==> config.mk <==
export PLATFORM = sky130hd
export DESIGN_NAME = load_store_unit
export DESIGN_NICKNAME = d
export VERILOG_FILES = /design/src/rtl/load_store_unit.sv
export SDC_FILE = /design/constraint.sdc
export NUM_CORES = 1
export LEC_CHECK = 0
export BUFFER_PORTS_ARGS = -buffer_cell sky130_fd_sc_hd__buf_4
export CAP_MARGIN = 20
export CORE_MARGIN = 2
export CORE_UTILIZATION = 52
export DETAILED_ROUTE_END_ITERATION = 7
export GPL_TIMING_DRIVEN = 0
export HOLD_SLACK_MARGIN = 0.06
export PLACE_DENSITY = 0.86
export SLEW_MARGIN = 40
export SYNTH_ARGS = -nofsm -noshare
export SYNTH_HDL_FRONTEND = slang
export SYNTH_SLANG_ARGS = --single-unit
export TNS_END_PERCENT = 30
==> constraint.sdc <==
create_clock -name clk_i -period 5.4 [get_ports clk_i]
set_input_delay 1.08 -clock clk_i [delete_from_list [all_inputs] [get_ports clk_i]]
set_output_delay 1.08 -clock clk_i [all_outputs]
set_load 0.05 [all_outputs]
==> src/rtl/load_store_unit.sv <==
// rtl/load_store_unit.sv - data-memory load/store unit on a req/gnt/rvalid bus
// Optional misaligned-access trap: define LSU_MISALIGN_TRAP_EN.
package load_store_unit_pkg;
  typedef enum logic [3:0] {
    LS_N_A, S_B, S_H, S_W, L_B, L_H, L_W, L_BU, L_HU
  } load_store_type_e;
endpackage

module load_store_unit
  import load_store_unit_pkg::*;
#(
  parameter int XLEN = 32
) (
  input  logic             clk_i,
  input  logic             rst_n_i,
  input  logic             req_valid_i,
  input  load_store_type_e load_store_type_i,
  input  logic             write_enable_i,
  input  logic [XLEN-1:0]  addr_i,
  input  logic [XLEN-1:0]  store_data_i,
  output logic             stall_o,
  output logic             done_o,
  output logic [XLEN-1:0]  load_data_o,
  output logic             misalign_o,
  output logic             mem_req_o,
  output logic             mem_we_o,
  output logic [XLEN-1:0]  mem_addr_o,
  output logic [3:0]       mem_be_o,
  output logic [XLEN-1:0]  mem_wdata_o,
  input  logic             mem_gnt_i,
  input  logic             mem_rvalid_i,
  input  logic [XLEN-1:0]  mem_rdata_i
);

  typedef enum logic [1:0] {IDLE, REQ, RSP, DONE} state_e;

  state_e           state_q, state_d;
  logic             mem_req_q, mem_req_d;
  logic             mem_we_q, mem_we_d;
  logic [XLEN-1:0]  mem_addr_q, mem_addr_d;
  logic [3:0]       mem_be_q, mem_be_d;
  logic [XLEN-1:0]  mem_wdata_q, mem_wdata_d;
  logic [XLEN-1:0]  load_data_q, load_data_d;
  logic             done_q, done_d;
  load_store_type_e type_q, type_d;
  logic [1:0]       off_q, off_d;

  logic             is_store, is_load, valid_req;
  logic [1:0]       off_i;
  logic [3:0]       be_i;
  logic [XLEN-1:0]  wdata_i;
  logic [7:0]       rd_byte;
  logic [15:0]      rd_half;
  logic [XLEN-1:0]  rd_ext;

  assign off_i     = addr_i[1:0];
  assign is_store  = load_store_type_i inside {S_B, S_H, S_W};
  assign is_load   = load_store_type_i inside {L_B, L_H, L_W, L_BU, L_HU};
  assign valid_req = req_valid_i && ((is_store && write_enable_i) || (is_load && !write_enable_i));

  // Halfword lane ignores off[0], so misaligned halves fall back to the aligned half.
  always_comb begin
    be_i    = 4'b1111;
    wdata_i = store_data_i;
    case (load_store_type_i)
      S_B, L_B, L_BU: begin
        be_i    = 4'b0001 << off_i;
        wdata_i = {4{store_data_i[7:0]}};
      end
      S_H, L_H, L_HU: begin
        be_i    = off_i[1] ? 4'b1100 : 4'b0011;
        wdata_i = {2{store_data_i[15:0]}};
      end
      default: ;
    endcase
  end

  always_comb begin
    rd_byte = mem_rdata_i[7:0];
    case (off_q)
      2'd1:    rd_byte = mem_rdata_i[15:8];
      2'd2:    rd_byte = mem_rdata_i[23:16];
      2'd3:    rd_byte = mem_rdata_i[31:24];
      default: ;
    endcase
    rd_half = off_q[1] ? mem_rdata_i[31:16] : mem_rdata_i[15:0];
    case (type_q)
      L_B:     rd_ext = {{(XLEN-8){rd_byte[7]}}, rd_byte};
      L_BU:    rd_ext = {{(XLEN-8){1'b0}}, rd_byte};
      L_H:     rd_ext = {{(XLEN-16){rd_half[15]}}, rd_half};
      L_HU:    rd_ext = {{(XLEN-16){1'b0}}, rd_half};
      default: rd_ext = mem_rdata_i;
    endcase
  end

`ifdef LSU_MISALIGN_TRAP_EN
  logic misalign_q, misalign_d;
  logic misaligned_i;
  assign misaligned_i = ((load_store_type_i inside {S_H, L_H, L_HU}) && off_i[0]) ||
                        ((load_store_type_i inside {S_W, L_W}) && (off_i != 2'b00));
  assign misalign_o   = misalign_q;

  always_ff @(posedge clk_i or negedge rst_n_i) begin
    if (!rst_n_i) misalign_q <= 1'b0;
    else          misalign_q <= misalign_d;
  end
`else
  assign misalign_o = 1'b0;
`endif

  always_comb begin
    state_d     = state_q;
    mem_req_d   = mem_req_q;
    mem_we_d    = mem_we_q;
    mem_addr_d  = mem_addr_q;
    mem_be_d    = mem_be_q;
    mem_wdata_d = mem_wdata_q;
    load_data_d = load_data_q;
    type_d      = type_q;
    off_d       = off_q;
    done_d      = 1'b0;
    stall_o     = 1'b0;
`ifdef LSU_MISALIGN_TRAP_EN
    misalign_d  = 1'b0;
`endif
    case (state_q)
      IDLE: begin
        if (valid_req) begin
          stall_o     = 1'b1;
          type_d      = load_store_type_i;
          off_d       = off_i;
          mem_we_d    = is_store;
          mem_addr_d  = {addr_i[XLEN-1:2], 2'b00};
          mem_be_d    = be_i;
          mem_wdata_d = wdata_i;
          mem_req_d   = 1'b1;
          state_d     = REQ;
`ifdef LSU_MISALIGN_TRAP_EN
          if (misaligned_i) begin
            mem_req_d  = 1'b0;
            done_d     = 1'b1;
            misalign_d = 1'b1;
            state_d    = DONE;
          end
`endif
        end
      end
      REQ: begin
        stall_o = 1'b1;
        if (mem_gnt_i) begin
          mem_req_d = 1'b0;
          if (mem_we_q) begin
            done_d  = 1'b1;
            state_d = DONE;
          end else begin
            state_d = RSP;
          end
        end
      end
      RSP: begin
        stall_o = 1'b1;
        if (mem_rvalid_i) begin
          load_data_d = rd_ext;
          done_d      = 1'b1;
          state_d     = DONE;
        end
      end
      default: state_d = IDLE;
    endcase
  end

  always_ff @(posedge clk_i or negedge rst_n_i) begin
    if (!rst_n_i) begin
      state_q     <= IDLE;
      mem_req_q   <= 1'b0;
      mem_we_q    <= 1'b0;
      mem_addr_q  <= '0;
      mem_be_q    <= 4'b0000;
      mem_wdata_q <= '0;
      load_data_q <= '0;
      done_q      <= 1'b0;
      type_q      <= LS_N_A;
      off_q       <= 2'b00;
    end else begin
      state_q     <= state_d;
      mem_req_q   <= mem_req_d;
      mem_we_q    <= mem_we_d;
      mem_addr_q  <= mem_addr_d;
      mem_be_q    <= mem_be_d;
      mem_wdata_q <= mem_wdata_d;
      load_data_q <= load_data_d;
      done_q      <= done_d;
      type_q      <= type_d;
      off_q       <= off_d;
    end
  end

  assign mem_req_o   = mem_req_q;
  assign mem_we_o    = mem_we_q;
  assign mem_addr_o  = mem_addr_q;
  assign mem_be_o    = mem_be_q;
  assign mem_wdata_o = mem_wdata_q;
  assign load_data_o = load_data_q;
  assign done_o      = done_q;

endmodule

==> flow_summary.json, run 1 <==
{
  "outcome": "complete, no violations",
  "cp.arrival_ns": 2.73,
  "crit_buf_inv": 4,
  "ys_seq_elements": 109,
  "grt_max_degree": 110,
  "timing.max_cap.violations": 0,
  "min_path_type": "reg2reg",
  "h-tree-depth": 3,
  "cts.sinks": 109,
  "rows": 36,
  "cts_tree": "yes",
  "p_per_area_mw_per_mm2": 708,
  "hold_end": "mem_addr_o[12]$_DFFE_PN0P_",
  "layout_setup_ws_ns": 1.59,
  "path_delay_family": "buffers and inverters",
  "whs_path_depth": 1,
  "start_kind": "primary input",
  "power_mw": 4.98,
  "synth_edf_count": 0,
  "routabilityCongestion": 0.883,
  "first_pass_iters": 5,
  "dpl_worst_slack_ns": 1.61,
  "critPathRequiredTime_ns": 4.32,
  "path_cells": "buf_4, nor4b_4, nor3_1, nor3_2, buf_4, buf_2, nor2_1, nor2_1, buf_4",
  "worstMarginPinSlew_ns": 0.800,
  "clock_path_buffers": 2,
  "relSlewSlack": 0.467,
  "cts_buffers": 9,
  "grt_setup_unrepaired": "false",
  "final_cells": 803,
  "swShare": 0.522,
  "grt_pass1_vias": 4414,
  "synth_area_per_cell_um2": 11.4,
  "final_cell_area_mm2": 0.00704,
  "wirelength_um": 14600,
  "coreArea_mm2": 0.00964,
  "seq_area_frac_synth": 0.534,
  "place_area_mm2": 0.00682,
  "p_leak_nw": 3.36,
  "initialDrtViolationCount": 258,
  "worstHoldStart": "mem_addr_o[12]$_DFFE_PN0P_",
  "clk_latency_ns": 0.40,
  "period_share": 0.705,
  "reg2reg_setup_slack_ns": 3.25,
  "slowest_delay_ns": 0.34,
  "drc": 0,
  "dp_cells": 786,
  "path_clk_slew_ns": 0.09,
  "yosysWarnings": 0,
  "internal-power_mw": 2.38,
  "slew_viol_final": 0,
  "switchingPower_mw": 2.60,
  "cts_root_buf": "clkbuf_8",
  "crit-reg2reg-capture": "load_data_o[7]$_DFFE_PN0P_",
  "io_buffers": 204,
  "antenna_found_initial": 0,
  "ir_worst_vdd_mv": 0.539,
  "power_frac_seq": 0.292,
  "setup_viol": 0,
  "die_w_um": 103,
  "hpwl_um": 10700,
  "die_y_um": 103,
  "clock_skew_ns": 0.0159,
  "grt_overflow": 0,
  "ys_async_sr_fraction": 1.00,
  "endpoint_kind": "primary output",
  "synth_cells": 447,
  "cpMaxStageDelayCell": "nor4b_4",
  "wire_per_inst_um": 18.1,
  "initial_utilization": 0.529,
  "reg2reg_from": "type_q[0]$_DFFE_PN0P_",
  "critical_path_class": "in2out",
  "ant_nets": 0,
  "path_max_fanout": 10,
  "grt_pass1_wl_um": 22000,
  "ys.flop_type": "dfrtp_1",
  "vias_per_cell": 5.58,
  "fin_nets": 775,
  "syn_to_final_growth_pct": 37.9,
  "fmax_mhz": 263,
  "boundaryPins": 211,
  "fin_tns_setup_ns": 0,
  "cts_resized": 0,
  "clock_power_share": 0.097,
  "post_cts_buffers": 0,
  "antennaDiodeCount": 0,
  "dieArea_mm2": 0.0106,
  "crit_top_cell": "buf_4",
  "r2r.worst_path.cells": 5,
  "grt_usage": 0.272,
  "period_needed_ns": 3.81,
  "synthesis.area_mm2": 0.00510,
  "p_comb_frac": 0.611,
  "cts_hold_buf": 0,
  "synthDistinctLibCells": 49,
  "final_hold_viol_count": 0,
  "via_count": 4484,
  "drive_above_1_share": 0.430
}
## flip-flops by register name (all words and copies together), names as in the netlist
| signal | flops |
|---|---|
| mem_req_o | 1 |
| mem_be_o | 4 |
| mem_wdata_o | 32 |
| mem_we_o | 1 |
| state_q | 2 |
| mem_addr_o | 30 |
| done_o | 1 |
| load_data_o | 32 |
| type_q | 4 |
| off_q | 2 |
## synth_stat cells (2+ instances only)
cell,n,area [µm²]
nor2_1,51,191
buf_2,11,55.1
nor3_1,3,15.0
a21oi_2,2,17.5
and2_1,3,18.8
or3_1,2,12.5
ha_1,4,50.1
o21bai_1,3,22.5
a221o_1,16,160
buf_6,2,22.5
o21ai_0,14,70.1
a21oi_1,24,120
nor2b_1,4,25.0
o31a_1,2,17.5
a22oi_1,23,173
clkbuf_1,7,26.3
dfrtp_1,109,2730
mux2_2,31,349
a31oi_1,20,125
mux2_1,22,248
mux2i_1,11,110
inv_1,11,41.3
nor3b_1,2,15.0
a221oi_1,6,52.6
buf_4,13,97.6
nand2_1,27,101
o221a_2,2,22.5
## layout by cell type, fill, tap and decap left out, drive strengths merged, types with 6 or more instances in the layout
cell / instances
buf: 232
dfrtp: 109
mux2: 53
nor2: 51
nand2: 27
a21oi: 26
a22oi: 23
a31oi: 20
a221o: 16
clkbuf: 16
o21ai: 15
inv: 15
mux2i: 11
a221oi: 6
## worst max path at each step
stage | cells past startpoint | slack (ns) | end | start
floorplan | 8 | 1.48 | stall_o | load_store_type_i[0]
global placement | 9 | 1.60 | stall_o | load_store_type_i[1]
detailed placement | 9 | 1.61 | stall_o | load_store_type_i[1]
CTS | 9 | 1.61 | stall_o | load_store_type_i[1]
global route | 9 | 1.41 | stall_o | load_store_type_i[0]
finish | 9 | 1.59 | stall_o | load_store_type_i[1]
## stage by stage
stage | hold slack (ns) | utilization
floorplan | 0.524 | -
global route | 0.520 | 0.730
detailed placement | 0.473 | 0.708
CTS | 0.496 | 0.727
global placement | 0.467 | 0.706
finish | 0.494 | 0.730
## power by group through the flow
stage / Clock (mW) / Sequential, mW / Combinational (mW)
after floorplan: 0 / 2.70 / 0.834
after global placement: 0 / 1.44 / 2.99
after detailed placement: 0 / 1.46 / 3.05
after CTS: 0.492 / 1.45 / 3.05
after global routing: 0.531 / 1.50 / 3.21
final: 0.483 / 1.45 / 3.05
## logic make-up after synthesis
kind of cell               share of synthesized area
AOI/OAI and AO/OA                              0.169
xor gates and xnor gates                     0.00172
adders and majority gates                    0.00981
buffers and inverters                         0.0483
DFF                                            0.534
muxes                                          0.143
other                                       0.000735
and+or+nand+nor                               0.0927
## routing by layer
metal | wire length (µm) | up-vias | global-route usage
li1 | - | 2065 | -
met1 | 5520 | 2158 | 0.338
met2 | 7460 | 229 | 0.451
met3 | 1270 | 32 | 0.0888
met4 | 310 | 0 | 0.0891
met5 | 0 | - | 0
## area by class of cell
class                           count  area, µm²
Clock inverter                      7       63.8
Buffer                             34        205
Multi-Input combinational cell    295       2140
Inverter                           11       41.3
Sequential cell                   109       2730
Clock buffer                        9        124
Timing Repair Buffer              205       1570
Fill cell                         736       2600
Tap cell                          133        166
(Power assumes the default switching activity.)
==> run 2, diff against run 1 <==
Settings changed: CORE_UTILIZATION 52 to 44, PLACE_DENSITY 0.86 to 0.77.
Clock period 5.4 ns to 3.23 ns, I/O delays scaled along.
==> run 2 against run 1 <==
Hold slack worse by 0.32 ns. Clock-buffer cell count unchanged. Global-route usage shrank 3.5 points. Final cell count is 1.2% higher. Routed wire length is 2.6% higher. Sequential cell count unchanged. Largest power group unchanged. Critical path depth is the same. Combinational power is 67% higher. Total power grew 74%. Sequential power grew 68%.
==> flow_summary.json, run 2 (same netlist as run 1, synthesis figures left out) <==
{
  "final_cell_area_mm2": 0.00717,
  "cts_resized": 0,
  "grt_pass1_vias": 4561,
  "ir_worst_vdd_mv": 0.831,
  "period_share": 0.914,
  "p_leak_nw": 3.41,
  "ant_nets": 0,
  "post_cts_buffers": 0,
  "antennaDiodeCount": 0,
  "crit_buf_inv": 4,
  "cts.sinks": 109,
  "grt_overflow": 0,
  "critPathRequiredTime_ns": 2.58,
  "grt_pass1_wl_um": 23700,
  "layout_commonest_cell": "buf_4",
  "slowest_delay_ns": 0.35,
  "fin_nets": 775,
  "clock_skew_ns": 0.00892,
  "final_hold_viol_count": 0,
  "coreArea_mm2": 0.0114,
  "rows": 39,
  "min_path_type": "in2async",
  "cts_tree": "yes",
  "hpwl_um": 11300,
  "die_y_um": 112,
  "grt_setup_unrepaired": "false",
  "endpoint_kind": "primary output",
  "final_util": 0.630,
  "critical_path_class": "in2out",
  "clock_path_buffers": 2,
  "wirelength_um": 14900,
  "boundaryPins": 211,
  "cts_hold_buf": 0,
  "path_max_fanout": 10,
  "fin_tns_setup_ns": 0,
  "relSlewSlack": 0.454,
  "hold_ws_ns": 0.169,
  "slew_viol_final": 0,
  "initial_utilization": 0.449,
  "path_cells": "buf_4, nor4b_4, nor3_1, nor3_2, buf_4, buf_2, nor2_1, nor2_1, buf_4",
  "outcome": "complete, no violations",
  "clk_latency_ns": 0.35,
  "dieArea_mm2": 0.0125,
  "vias_per_cell": 5.60,
  "start_kind": "primary input",
  "p_per_area_mw_per_mm2": 1210,
  "worstMarginPinSlew_ns": 0.819,
  "cts_buffers": 9,
  "mostFrequentLayoutCells": "buf_4 (216), dfrtp_1 (109), nor2_1 (51)",
  "initialDrtViolationCount": 359,
  "setup_viol": 0,
  "antenna_found_initial": 0,
  "h-tree-depth": 3,
  "cpMaxStageDelayCell": "nor4b_4",
  "wire_per_inst_um": 18.4,
  "io_buffers": 204,
  "cts_root_buf": "clkbuf_16",
  "period_needed_ns": 2.95,
  "path_clk_slew_ns": 0.07,
  "path_delay_family": "buffers and inverters",
  "grt_usage": 0.237,
  "fmax_mhz": 339,
  "cp.arrival_ns": 2.31,
  "place_area_mm2": 0.00683,
  "crit_top_cell": "buf_4",
  "via_count": 4549,
  "timing.max_cap.violations": 0,
  "drive_above_1_share": 0.430,
  "grt_max_degree": 110,
  "syn_to_final_growth_pct": 40.4,
  "drc": 0,
  "die_w_um": 112,
  "first_pass_iters": 5,
  "routabilityCongestion": 0.902
}
## run 2: cell types whose count changed in the layout (fill, tap and decap cells not counted)
| cell | change |
|---|---|
| clkbuf_8 | -9 |
| inv_8 | -3 |
| inv_6 | +4 |
| clkbuf_16 | +9 |
| clkinvlp_4 | -1 |
| bufinv_16 | +1 |
| clkinv_4 | -1 |
## run 2: path summary, 6_finish.rpt
check | from | to | slack (ns) | cells past startpoint
worst max-delay path | load_store_type_i[1] | stall_o | 0.28 | 9
worst min-delay path | rst_n_i | load_data_o[0]$_DFFE_PN0P_ | 0.17 | 1
worst max register to register | type_q[0]$_DFFE_PN0P_ | load_data_o[7]$_DFFE_PN0P_ | 0.91 | 5
worst min register to register | mem_addr_o[21]$_DFFE_PN0P_ | mem_addr_o[21]$_DFFE_PN0P_ | 0.49 | 1
max in group asynchronous | rst_n_i | mem_wdata_o[16]$_DFFE_PN0P_ | 2.41 | 2
min in group clk_i | mem_addr_o[21]$_DFFE_PN0P_ | mem_addr_o[21]$_DFFE_PN0P_ | 0.49 | 1
## run 2: report_power, final
group          switching [mW]  leakage, nW  internal, mW
sequential              0.407         1.29          2.03
combinational            3.42         1.97          1.66
clock                   0.525        0.152         0.615
total                    4.36         3.41          4.30
## run 2: final cells by class
| class | count | area [µm²] |
|---|---|---|
| Sequential cell | 109 | 2730 |
| Multi-Input combinational cell | 295 | 2140 |
| Inverter | 11 | 41.3 |
| Buffer | 34 | 205 |
| Tap cell | 143 | 179 |
| Fill cell | 970 | 4200 |
| Timing Repair Buffer | 205 | 1570 |
| Clock inverter | 7 | 78.8 |
| Clock buffer | 9 | 225 |
## run 2: routing by layer
layer	track usage	share of wire
met3	0.0664	0.098
met4	0.0683	0.013
met5	0	0
met2	0.407	0.50
met1	0.293	0.39
## run 2: metrics by stage
stage | std cells | setup slack, ns | power [mW]
5_1_grt | 813 | 0.122 | 9.07
4_1_cts | 812 | 0.254 | 8.71
2_1_floorplan | 449 | 0.173 | 5.91
6_report | 813 | 0.277 | 8.66
3_5_place_dp | 796 | 0.261 | 7.55
3_3_place_gp | 796 | 0.280 | 7.42
## run 2: worst register-to-register path: stages, from the launching register on
cell and delay [ns]:
dfrtp_1 0.37, buf_2 0.17, nor4b_1 0.52, a22oi_1 0.39, a222oi_1 0.58, o21ai_0 0.16
